## config.mk

```make
export PLATFORM = sky130hd
export DESIGN_NAME = usart_8251_ctrl
export DESIGN_NICKNAME = d
export VERILOG_FILES = /design/src/rtl/usart_8251_ctrl.sv
export SDC_FILE = /design/constraint.sdc
export NUM_CORES = 1
export LEC_CHECK = 0
export ABC_AREA = 1
export CORE_ASPECT_RATIO = 0.5
export CORE_UTILIZATION = 41
export CTS_BUF_LIST = sky130_fd_sc_hd__clkbuf_4
export DETAILED_ROUTE_END_ITERATION = 10
export PLACE_DENSITY = 0.89
export SYNTH_ARGS = -nofsm -noshare
export SYNTH_HDL_FRONTEND = slang
export SYNTH_SLANG_ARGS = --single-unit
```

## constraint.sdc

```tcl
create_clock -name I_CLK -period 1.8 [get_ports I_CLK]
set_input_delay 0.54 -clock I_CLK [delete_from_list [all_inputs] [get_ports I_CLK]]
set_output_delay 0.54 -clock I_CLK [all_outputs]
set_load 0.01 [all_outputs]
```

## src/rtl/usart_8251_ctrl.sv

```systemverilog
// usart_8251_ctrl: 8251-style mode/sync/command write sequencer with status byte and TxRDY
module usart_8251_ctrl #(
    parameter int         WE_SYNC_STAGES = 2,
    parameter bit         SYNC_SUPPORT   = 1'b1,
    parameter logic [7:0] MODE_RESET     = 8'h00
) (
    input  logic       I_CLK,
    input  logic       I_RST,
    input  logic       I_PORT21_WE,
    input  logic [7:0] I_DATA,
    input  logic       I_TX_BUF_EMPTY,
    input  logic       I_TX_EMPTY,
    input  logic       I_RX_RDY,
    input  logic       I_PE_SET,
    input  logic       I_OE_SET,
    input  logic       I_FE_SET,
    input  logic       I_SYNDET,
    input  logic       I_DSR_N,
    input  logic       I_CTS_N,
    output logic [7:0] O_MODE,
    output logic [7:0] O_SYNC1,
    output logic [7:0] O_SYNC2,
    output logic [7:0] O_CMD,
    output logic [1:0] O_BAUD_SEL,
    output logic [3:0] O_CHAR_BITS,
    output logic       O_PAR_EN,
    output logic       O_PAR_EVEN,
    output logic [1:0] O_STOP_SEL,
    output logic       O_TXEN,
    output logic       O_RXE,
    output logic       O_DTR,
    output logic       O_RTS,
    output logic       O_SBRK,
    output logic       O_EH,
    output logic       O_IR_PULSE,
    output logic       O_TXRDY,
    output logic [7:0] O_STATUS,
    output logic [1:0] O_STATE
);
    typedef enum logic [1:0] {ST_MODE, ST_SYNC1, ST_SYNC2, ST_CMD} state_t;
    state_t state, state_nx;
    logic [WE_SYNC_STAGES-1:0] we_sync, we_vld;
    logic [7:0] data_q, mode, sync1, sync2, cmd;
    logic we_edge, armed, commit, cmd_commit, ir_cmd, er_clr, ir_pulse, pe, oe, fe;

    // Strobe synchroniser; armed only once a genuine low has been sampled, so a strobe held through reset never commits
    always_ff @(posedge I_CLK or posedge I_RST) begin
        if (I_RST) begin
            we_sync <= '0;
            we_vld  <= '0;
            we_edge <= 1'b0;
            armed   <= 1'b0;
            data_q  <= 8'h00;
        end else begin
            we_sync[0] <= I_PORT21_WE;
            we_vld[0]  <= 1'b1;
            for (int i = 1; i < WE_SYNC_STAGES; i++) begin
                we_sync[i] <= we_sync[i-1];
                we_vld[i]  <= we_vld[i-1];
            end
            we_edge <= we_sync[WE_SYNC_STAGES-1];
            armed   <= armed | (we_vld[WE_SYNC_STAGES-1] & ~we_sync[WE_SYNC_STAGES-1]);
            data_q  <= I_DATA;
        end
    end

    assign commit     = armed & we_sync[WE_SYNC_STAGES-1] & ~we_edge;
    assign cmd_commit = commit & (state == ST_CMD);
    assign ir_cmd     = cmd_commit & data_q[6];
    assign er_clr     = cmd_commit & (data_q[4] | data_q[6]);

    // Sequencer state register
    always_ff @(posedge I_CLK or posedge I_RST) begin
        if (I_RST) state <= ST_MODE;
        else       state <= state_nx;
    end

    // Next-state: mode word, optional sync characters, then commands until an internal reset
    always_comb begin
        state_nx = state;
        if (commit)
            case (state)
                ST_MODE:  state_nx = (SYNC_SUPPORT && data_q[1:0] == 2'b00) ? ST_SYNC1 : ST_CMD;
                ST_SYNC1: state_nx = mode[7] ? ST_CMD : ST_SYNC2;
                ST_SYNC2: state_nx = ST_CMD;
                default:  state_nx = data_q[6] ? ST_MODE : ST_CMD;
            endcase
    end

    // Register loads and sticky error flags; a set pulse beats a same-edge clear
    always_ff @(posedge I_CLK or posedge I_RST) begin
        if (I_RST) begin
            mode     <= MODE_RESET;
            sync1    <= 8'h00;
            sync2    <= 8'h00;
            cmd      <= 8'h00;
            pe       <= 1'b0;
            oe       <= 1'b0;
            fe       <= 1'b0;
            ir_pulse <= 1'b0;
        end else begin
            if (commit && state == ST_MODE)  mode  <= data_q;
            if (commit && state == ST_SYNC1) sync1 <= data_q;
            if (commit && state == ST_SYNC2) sync2 <= data_q;
            if (ir_cmd)          cmd <= 8'h00;
            else if (cmd_commit) cmd <= data_q & 8'hAF;
            pe       <= I_PE_SET | (pe & ~er_clr);
            oe       <= I_OE_SET | (oe & ~er_clr);
            fe       <= I_FE_SET | (fe & ~er_clr);
            ir_pulse <= ir_cmd;
        end
    end

    assign O_MODE      = mode;
    assign O_SYNC1     = sync1;
    assign O_SYNC2     = sync2;
    assign O_CMD       = cmd;
    assign O_BAUD_SEL  = mode[1:0];
    assign O_CHAR_BITS = 4'd5 + {2'b00, mode[3:2]};
    assign O_PAR_EN    = mode[4];
    assign O_PAR_EVEN  = mode[5];
    assign O_STOP_SEL  = mode[7:6];
    assign O_TXEN      = cmd[0];
    assign O_DTR       = cmd[1];
    assign O_RXE       = cmd[2];
    assign O_SBRK      = cmd[3];
    assign O_RTS       = cmd[5];
    assign O_EH        = cmd[7];
    assign O_IR_PULSE  = ir_pulse;
    assign O_TXRDY     = I_TX_BUF_EMPTY & cmd[0] & ~I_CTS_N;
    assign O_STATUS    = {~I_DSR_N, I_SYNDET, fe, oe, pe, I_TX_EMPTY, I_RX_RDY, I_TX_BUF_EMPTY};
    assign O_STATE     = state;
endmodule

```

==> metrics <==
initial antenna violation count=0; share of cells above drive strength 1=27.7%; IO Port Bufs=71; clk_lat worst skew=380 ps; final hold violation count=0; Gate power share=50.8%; core area=5040 um^2; sw power=1.71 mW; cell leakage power=1.61 nW; DP HPWL=3.50 mm; Int Pwr=2.72 mW; Layout Skew=14.5 ps; vias per cell=4.78; FF+latch area=1250 um^2; number of CTS-inserted buffers=5; Avg WL per Cell=14.9 um; crit path launch type=flop; IO Pins=80; GRT Util Overall=19.1%; Worst path max stage delay=420 ps; DRC=0; Hold/Removal Path Class=reg2reg; Power Density=1500 nW/um^2; final wirelength=5.17 mm; Final min period=1790 ps; CTS tree=built; crit path cell chain=buf_6 -> ha_4 -> buf_6; row cnt=18; Cell Area, Synth=2200 um^2; endpoints failing setup=0; Final period util=99.4%; Slew Limit Fails=0; fmax=559 MHz; pin count of the biggest net entering global routing=51; Slowest-stage cell, CP=dfrtp_1; worst vdd ir=0.000507 V; vias=1665; die height=53.8 um; GRT overflow=0; status=complete, no violations; CTS Sinks=50; # diodes=0; Clock transition at path regs=150 ps; RSZ-0062 raised after global routing=yes; WP data arrival=1250 ps; clock network fraction of total power=11.3%; Setup CP Type=reg2out; Distinct cells, synth=21; sequential element share of the synthesized area=57.0%; full die area=5670 um^2; post-layout util=58.7%; multi-input logic area=664 um^2; clock root buffer=clkbuf_4; WP buf/inv=2; Crit path max-delay family=flip-flops; most used cell, CP=buf_6; GP Congestion=0.737; Sw Ratio=38.6%; Final Instance Count excl. Fillers=348; post-route setup TNS=0 ps; sequential power share=37.9%; kind of end point of the critical path=output port; Post-DRT Antenna Nets=0; #FFs+latches synth=50; average instance area after synthesis=10.9 um^2; Die Width=105 um; Initial DRC Count=83; max-cap violation count=0; Final Cell Area=2960 um^2; crit-path max FO=2; Initial DRT Pass Iterations=5; Ys Warns=0; dpl cell area=2820 um^2; Syn Inst Count=202; critical path required time=1260 ps; nets@finish=303; number of global-route vias before repair=1715; first-pass GRT wire length=8.12 mm; H-tree levels=2; Clock Tree Buf Depth=2; total power=4.43 mW; placed insts=320; Initial Util=43.5%; Area Overhead vs Synth=34.8%; Fillers=382
cells in the final DEF (no fill, tap or decap), drive strengths merged:
| cell | Yosys | layout |
|---|---|---|
| a21oi | 1 | 1 |
| a22oi | 1 | 1 |
| buf | 26 | 26 |
| clkbuf | 0 | 7 |
| clkdlybuf4s15 | 0 | 2 |
| clkdlybuf4s50 | 0 | 15 |
| clkinv | 0 | 2 |
| clkinvlp | 0 | 1 |
| conb | 2 | 3 |
| dfrtp | 50 | 50 |
| dlygate4sd2 | 0 | 47 |
| dlymetal6s2s | 0 | 1 |
| ha | 6 | 6 |
| inv | 23 | 23 |
| nand2 | 47 | 47 |
| nand3 | 7 | 7 |
| nor2 | 6 | 6 |
| nor3 | 1 | 1 |
| o21ai | 31 | 31 |
| o21bai | 1 | 1 |
power groups by stage:
stage	Sequential, mW	Combinational [mW]	Clock (mW)
3_3_place_gp	1.74	2.08	0
5_1_grt	1.72	2.43	0.555
2_1_floorplan	1.87	1.00	0
4_1_cts	1.67	2.23	0.504
6_report	1.68	2.25	0.502
3_5_place_dp	1.77	2.17	0
cells in the mapped netlist:
cell type,count,area share [%]
a21oi_1,1,0.23
a22oi_1,1,0.34
buf_2,1,0.23
buf_4,21,7.2
buf_6,4,2.1
conb_1,2,0.34
dfrtp_1,50,57
ha_1,6,3.4
inv_1,22,3.8
inv_4,1,0.29
nand2_1,37,6.3
nand2_2,7,2.0
nand2_4,3,1.5
nand3_1,6,1.4
nand3_2,1,0.46
nor2_1,5,0.85
nor2_8,1,0.91
nor3_1,1,0.23
o21ai_0,7,1.6
o21ai_2,24,9.6
o21bai_1,1,0.34
area by class of cell:
cell class / count / area share (%)
Clock buffer: 5 / 1.27
Clock inverter: 3 / 0.549
Inverter: 23 / 3.00
Multi-Input combinational cell: 104 / 22.4
Sequential cell: 50 / 42.3
Tap cell: 70 / 2.96
Timing Repair Buffer: 93 / 27.5
timing repair:
item,4_1_cts,5_1_grt
gates resized for setup,73,7
setup endpoints to repair,55,7
pin swaps,0,1
setup buffers,20,0
hold buffers,0,0
worst paths after layout:
path	slack (ps)	start	cells after the start	endpoint
min in group asynchronous	510	I_RST	3	O_CMD[3]
max in group asynchronous	1070	I_RST	3	O_STATE[1]
hold reg to reg	370	we_vld[0]	0	we_vld[1]
setup / recovery	10	O_MODE[3]	3	O_CHAR_BITS[1]
hold / removal	370	we_vld[0]	0	we_vld[1]
setup reg to reg	360	we_edge	6	O_SYNC2[6]
metal layers:
layer	share of wire, %	track usage, %	vias to the layer above
met5	0	0	-
met4	3.5	11.3	0
met3	4.7	4.48	23
met2	55	37.2	69
met1	37	20.0	816
li1	-	-	757
registers in the layout (all words and copies together), names as in the netlist, 2 cells and up:
name / cells
O_SYNC2: 8
O_MODE: 8
O_SYNC1: 8
data_q: 8
O_STATE: 2
we_sync: 2
O_CMD: 6
we_vld: 2
per-stage QoR:
stage	worst slack, ps	hold WS [ps]
6_report	10.3	369
5_1_grt	-30.6	386
3_5_place_dp	-474	339
4_1_cts	-47.2	370
3_3_place_gp	-414	335
2_1_floorplan	58.8	331
cells by family after synthesis:
logic type / after synthesis / synth area share [%]
buffers and inverters: 49 / 13.5
adders and majority gates: 6 / 3.42
AOI/OAI and AO/OA: 34 / 12.1
other: 2 / 0.342
and+or+nand+nor: 61 / 13.7
DFF: 50 / 57.0
Note: power is estimated with default switching activity, not from simulation.
